File: src/rtl/snap_capture_ctrl_if.sv
// BRAM port A write bundle between the snapshot capture controller (master)
// and the snapshot BRAM (slave).
interface snap_capture_ctrl_if #(
   parameter int DATA_W = 64,
   parameter int ADDR_W = 9
);
   logic              bram_we;
   logic              bram_en_a;
   logic [ADDR_W-1:0] bram_addr;
   logic [DATA_W-1:0] bram_wr_data;

   modport master (
      output bram_we,
      output bram_en_a,
      output bram_addr,
      output bram_wr_data
   );

   modport slave (
      input bram_we,
      input bram_en_a,
      input bram_addr,
      input bram_wr_data
   );
endinterface

File: src/rtl/snap_capture_ctrl.sv
// Snapshot capture controller: software arms it, a trigger starts recording
// consecutive valid input words into a 2^ADDR_W-deep BRAM through port A, and
// capture ends at full depth or on an early stop. Writes reach the BRAM one
// cycle after the word is accepted.
module snap_capture_ctrl #(
   parameter int DATA_W = 64,
   parameter int ADDR_W = 9
) (
   input  logic                    clk,
   input  logic                    rst,
   input  logic                    arm,
   input  logic                    trig,
   input  logic                    stop,
   input  logic [DATA_W-1:0]       din,
   input  logic                    din_we,
   snap_capture_ctrl_if.master     bram,
   output logic                    busy,
   output logic                    done,
   output logic [ADDR_W:0]         count
);

   localparam logic [1:0] ST_IDLE    = 2'd0;
   localparam logic [1:0] ST_ARMED   = 2'd1;
   localparam logic [1:0] ST_CAPTURE = 2'd2;
   localparam logic [1:0] ST_DONE    = 2'd3;

   // Count value just before the write that fills the last address.
   localparam logic [ADDR_W:0] LAST_CNT = {1'b0, {ADDR_W{1'b1}}};

   logic [1:0]        state_q, state_d;
   logic [ADDR_W:0]   count_q, count_d;
   logic              arm_q, arm_d;
   logic              we_q, we_d;
   logic [ADDR_W-1:0] addr_q, addr_d;
   logic [DATA_W-1:0] wdata_q, wdata_d;
   logic              arm_rise;
   logic              accept;

   assign arm_rise = arm & ~arm_q;
   assign arm_d    = arm;

   // Next-state, count and write-stage computation for one clock.
   always_comb begin
      state_d = state_q;
      count_d = count_q;
      we_d    = 1'b0;
      addr_d  = addr_q;
      wdata_d = wdata_q;
      accept  = 1'b0;

      case (state_q)
         ST_IDLE: begin
            if (arm_rise) begin
               state_d = ST_ARMED;
               count_d = '0;
            end
         end
         ST_ARMED: begin
            // A trigger only counts when it coincides with a valid word.
            if (trig && din_we) begin
               accept  = 1'b1;
               state_d = ST_CAPTURE;
            end else if (stop) begin
               state_d = ST_DONE;
            end
         end
         ST_CAPTURE: begin
            if (din_we) begin
               accept = 1'b1;
            end else if (stop) begin
               state_d = ST_DONE;
            end
         end
         ST_DONE: begin
            if (arm_rise) begin
               state_d = ST_ARMED;
               count_d = '0;
            end
         end
         default: state_d = ST_IDLE;
      endcase

      // An accepted word is written at the pre-increment count; a stop on the
      // same cycle still keeps that word.
      if (accept) begin
         we_d    = 1'b1;
         addr_d  = count_q[ADDR_W-1:0];
         wdata_d = din;
         count_d = count_q + (ADDR_W+1)'(1);
         if (count_q == LAST_CNT || stop) begin
            state_d = ST_DONE;
         end
      end
   end

   // Control and write-stage registers; reset aborts any capture in progress.
   always_ff @(posedge clk or posedge rst) begin
      if (rst) begin
         state_q <= ST_IDLE;
         count_q <= '0;
         arm_q   <= 1'b0;
         we_q    <= 1'b0;
         addr_q  <= '0;
         wdata_q <= '0;
      end else begin
         state_q <= state_d;
         count_q <= count_d;
         arm_q   <= arm_d;
         we_q    <= we_d;
         addr_q  <= addr_d;
         wdata_q <= wdata_d;
      end
   end

   assign bram.bram_we      = we_q;
   assign bram.bram_en_a    = we_q;
   assign bram.bram_addr    = addr_q;
   assign bram.bram_wr_data = wdata_q;

   assign busy  = (state_q == ST_ARMED) | (state_q == ST_CAPTURE);
   assign done  = (state_q == ST_DONE);
   assign count = count_q;

endmodule
File: src/flat_wrapper.sv
// flat-port wrapper written by rule: the top's interface ports become plain ports
module snap_capture_ctrl_flat 
#(
   parameter int DATA_W = 64,
   parameter int ADDR_W = 9
)
  (clk, rst, arm, trig, stop, din, din_we, busy, done, count, bram_bram_we, bram_bram_en_a, bram_bram_addr, bram_bram_wr_data);
  snap_capture_ctrl_if #(.DATA_W(DATA_W), .ADDR_W(ADDR_W)) bram_i ();
  input  logic clk;
  input  logic rst;
  input  logic arm;
  input  logic trig;
  input  logic stop;
  input  logic [DATA_W-1:0] din;
  input  logic din_we;
  output logic busy;
  output logic done;
  output logic [ADDR_W:0] count;
  output wire logic [$bits(bram_i.bram_we)-1:0] bram_bram_we;
  output wire logic [$bits(bram_i.bram_en_a)-1:0] bram_bram_en_a;
  output wire logic [$bits(bram_i.bram_addr)-1:0] bram_bram_addr;
  output wire logic [$bits(bram_i.bram_wr_data)-1:0] bram_bram_wr_data;
  assign bram_bram_we = bram_i.bram_we;
  assign bram_bram_en_a = bram_i.bram_en_a;
  assign bram_bram_addr = bram_i.bram_addr;
  assign bram_bram_wr_data = bram_i.bram_wr_data;
  snap_capture_ctrl #(.DATA_W(DATA_W), .ADDR_W(ADDR_W)) u_core (.clk(clk), .rst(rst), .arm(arm), .trig(trig), .stop(stop), .din(din), .din_we(din_we), .bram(bram_i), .busy(busy), .done(done), .count(count));
endmodule
File: config.mk
export PLATFORM = sky130hd
export DESIGN_NAME = snap_capture_ctrl_flat
export DESIGN_NICKNAME = d
export VERILOG_FILES = /design/src/rtl/snap_capture_ctrl_if.sv /design/src/rtl/snap_capture_ctrl.sv /design/src/flat_wrapper.sv
export SDC_FILE = /design/constraint.sdc
export NUM_CORES = 1
export LEC_CHECK = 0
export BUFFER_PORTS_ARGS = -buffer_cell sky130_fd_sc_hd__buf_2
export CORE_AREA = 2 2 89 91
export DETAILED_ROUTE_END_ITERATION = 8
export DIE_AREA = 0 0 91 93
export PLACE_DENSITY = 0.82
export SLEW_MARGIN = 10
export SYNTH_ARGS = -nofsm -noshare
export SYNTH_HDL_FRONTEND = slang
export SYNTH_SLANG_ARGS = --single-unit
File: constraint.sdc
create_clock -name clk -period 5.9 [get_ports clk]
set_clock_uncertainty 0.2 [all_clocks]
set_input_delay 0.295 -clock clk [delete_from_list [all_inputs] [get_ports clk]]
set_output_delay 0.295 -clock clk [all_outputs]
set_load 0.02 [all_outputs]
==> impl_metrics.env <==
export IMPL_status="finished clean"
export IMPL_synth_top_area_frac=0.589
export IMPL_ctsLongestPathBuffers=2
export IMPL_max_slew_margin_rel=0.290
export IMPL_yosysTopAreaCell="dfrtp_1"
export IMPL_timing_rr_start="u_core.state_q[0]$_DFF_PP0_"
export IMPL_min_period_over_period=0.519
export IMPL_drv_slew=0
export IMPL_power_leakage_uw=0.00269
export IMPL_ys_warn_count=0
export IMPL_reg2reg_depth=6
export IMPL_r2r_end="u_core.bram.bram_wr_data[61]$_DFFE_PP0P_"
export IMPL_worst_path_largest_cell_delay_ns=0.72
export IMPL_netSwitchingFraction=0.395
export IMPL_area_delta_synth_final_pct=43.5
export IMPL_critPathKind="reg -> reg"
export IMPL_cts_max_level=3
export IMPL_peakVddDrop_mv=0.246
export IMPL_crit_path_frequent_cell="inv_1"
export IMPL_worst_hold_slack_ns=0.0213
export IMPL_routed_via_density=5.08
export IMPL_finalSetupViolCount=0
export IMPL_hold_path_depth=2
export IMPL_hold_start="din[23]"
export IMPL_cts_num_sinks=87
export IMPL_rows=32
export IMPL_syn_nets=308
export IMPL_worstPathCellList="inv_1 -> ha_1 -> inv_1 -> and3_4 -> buf_4 -> mux2_2"
export IMPL_synth_seq_area_share=0.589
export IMPL_post_drt_wl_per_cell_um=18.1
export IMPL_crit_required_ns=5.92
export IMPL_cts_reportedPaths_clkPinSlew_ns=0.08
export IMPL_mostFrequentLayoutCell="buf_2"
export IMPL_grt_util_all_layers=0.239
export IMPL_cts_setup_buffers=0
export IMPL_start_kind="flip-flop"
export IMPL_grt_overflow=0
export IMPL_synth_seq_cells=87
export IMPL_drt_total_wl_um=10200
export IMPL_n_antenna_cell=0
export IMPL_grt_max_degree=88
export IMPL_drive_above_1_share=0.537
export IMPL_start_util=0.491
export IMPL_p_clk_frac=0.130
export IMPL_critical_path_arrival_ns=3.09
export IMPL_slowest_stage="and3_4"
export IMPL_syn_area_per_cell_um2=15.9
export IMPL_io_buffers=156
export IMPL_hold_viol_final=0
export IMPL_fin_util=0.705
export IMPL_die_y_um=93
export IMPL_rrSetupSlack_ns=2.84
export IMPL_drc=0
export IMPL_syn_area_um2=3700
export IMPL_num_vias=2843
export IMPL_synth_distinct_cells=31
export IMPL_cp_end_kind="flip-flop"
export IMPL_drt_iter0_drc=94
export IMPL_power_switching_uw=1070
export IMPL_cts_repair_resized=0
export IMPL_clkLatencyLatePin_ns=0.34
export IMPL_powerDensity_nw_per_um2=510
export IMPL_gp_congestion=0.908
export IMPL_firstDrtPassIters=4
export IMPL_grt_first_pass_wirelength_um=15700
export IMPL_pin_count=157
export IMPL_max_cap_violations=0
export IMPL_synthCells=233
export IMPL_p_int_uw=1640
export IMPL_die_area_um2=8460
export IMPL_seq_power_share=0.376
export IMPL_clock_fmax_ghz=0.326
export IMPL_cp_top_family="buffers and inverters"
export IMPL_hold_class="in -> reg"
export IMPL_cts_root_buf="clkbuf_8"
export IMPL_layout_common_cells="buf_2 (156), dfrtp_1 (87), dlygate4sd3_1 (63)"
export IMPL_crit_fanout=51
export IMPL_whs_endpoint="u_core.bram.bram_wr_data[23]$_DFFE_PP0P_"
export IMPL_setup_tns_final_ns=0
export IMPL_core_area_um2=7530
export IMPL_period_minus_slack_ns=3.06
export IMPL_cts_hold_buf=60
export IMPL_dp_hpwl_um=5800
export IMPL_nets=529
export IMPL_combinationalPowerShare=0.494
export IMPL_die_w_um=91
export IMPL_numCtsBuffers=9
export IMPL_rsz0062_at_grt="false"
export IMPL_synth_area_leaders="dfrtp_1 (59%), mux2_4 (20%), mux2_2 (7.0%)"
export IMPL_ant_nets=0
export IMPL_path_buf_inv=3
export IMPL_antenna_found_initial=0
export IMPL_worstMarginPinSlew_ns=1.07
export IMPL_grt_pass1_vias=2895
export IMPL_cts_tree="yes"
[sequential cells by signal, indices dropped and copies added, names as in the netlist]
name	flops
u_core.bram.bram_wr_data	64
u_core.count	10
u_core.bram.bram_addr	9
u_core.state_q	2
u_core.arm_q	1
u_core.bram.bram_en_a	1
[routing by layer]
metal  GRT usage  share of wire
met1       0.286           0.39
met2       0.420           0.52
met3      0.0645          0.074
met4      0.0833          0.021
met5           0              0
[power groups by stage]
stage                     Combinational, uW  Sequential, uW  Clock [uW]
after floorplan                         635            1290           0
after global placement                 1240             994           0
after detailed placement               1280            1010           0
after CTS                              1310            1000         356
after global routing                   1410            1040         384
final                                  1340            1020         351
[worst max-delay path by stage]
| stage | from | endpoint | slack [ns] | depth (start not counted) |
|---|---|---|---|---|
| floorplan | rst | u_core.arm_q$_DFF_PP0_ | 3.15 | 1 |
| detailed placement | u_core.state_q[0]$_DFF_PP0_ | u_core.bram.bram_wr_data[61]$_DFFE_PP0P_ | 2.86 | 6 |
| finish | u_core.state_q[0]$_DFF_PP0_ | u_core.bram.bram_wr_data[61]$_DFFE_PP0P_ | 2.84 | 6 |
| global placement | u_core.state_q[0]$_DFF_PP0_ | u_core.bram.bram_wr_data[62]$_DFFE_PP0P_ | 3.00 | 6 |
| CTS | u_core.state_q[0]$_DFF_PP0_ | u_core.bram.bram_wr_data[61]$_DFFE_PP0P_ | 2.86 | 6 |
| global route | u_core.state_q[0]$_DFF_PP0_ | u_core.bram.bram_wr_data[61]$_DFFE_PP0P_ | 2.71 | 6 |
[cells by family (layout without fill, tap and decap cells)]
group | after synthesis | in the layout | share of synthesized area
adder cells (fa/ha/maj) | 5 | 5 | 0.0169
AND/OR/NAND/NOR | 27 | 27 | 0.0379
AO/OA/AOI/OAI | 15 | 15 | 0.0278
buffers and inverters | 19 | 244 | 0.0362
flip-flops | 87 | 87 | 0.589
multiplexers | 80 | 80 | 0.292
[per-stage QoR]
step | setup slack (ns) | cells | area (um2) | power (uW)
final | 2.84 | 560 | 5300 | 2710
after global routing | 2.71 | 560 | 5300 | 2840
after CTS | 2.86 | 557 | 5270 | 2670
after detailed placement | 2.86 | 482 | 4520 | 2290
after global placement | 3.00 | 482 | 4520 | 2240
after floorplan | 3.15 | 233 | 3700 | 1930
[area by class of cell]
cell class	count	area, um2
Timing Repair Buffer	221	1430
Sequential cell	87	2180
Multi-Input combinational cell	127	1390
Inverter	8	31.3
Fill cell	512	2220
Clock buffer	12	135
Clock inverter	3	21.3
Tap cell	102	128
[cell usage after synthesis, drive strengths merged]
cell     n
mux2    73
o211ai   2
and4     1
a31oi    1
nand3    3
nand2   12
and4b    1
o311ai   1
a31o     1
buf     10
o31ai    2
and3     2
nor2     2
clkbuf   1
nor2b    1
dfrtp   87
o22ai    1
mux2i    7
a32o     1
o21ai    5
a21o     1
nor3     1
nand4    3
inv      8
ha       5
or3      1
No activity file was read; power rests on OpenSTA's default activity.
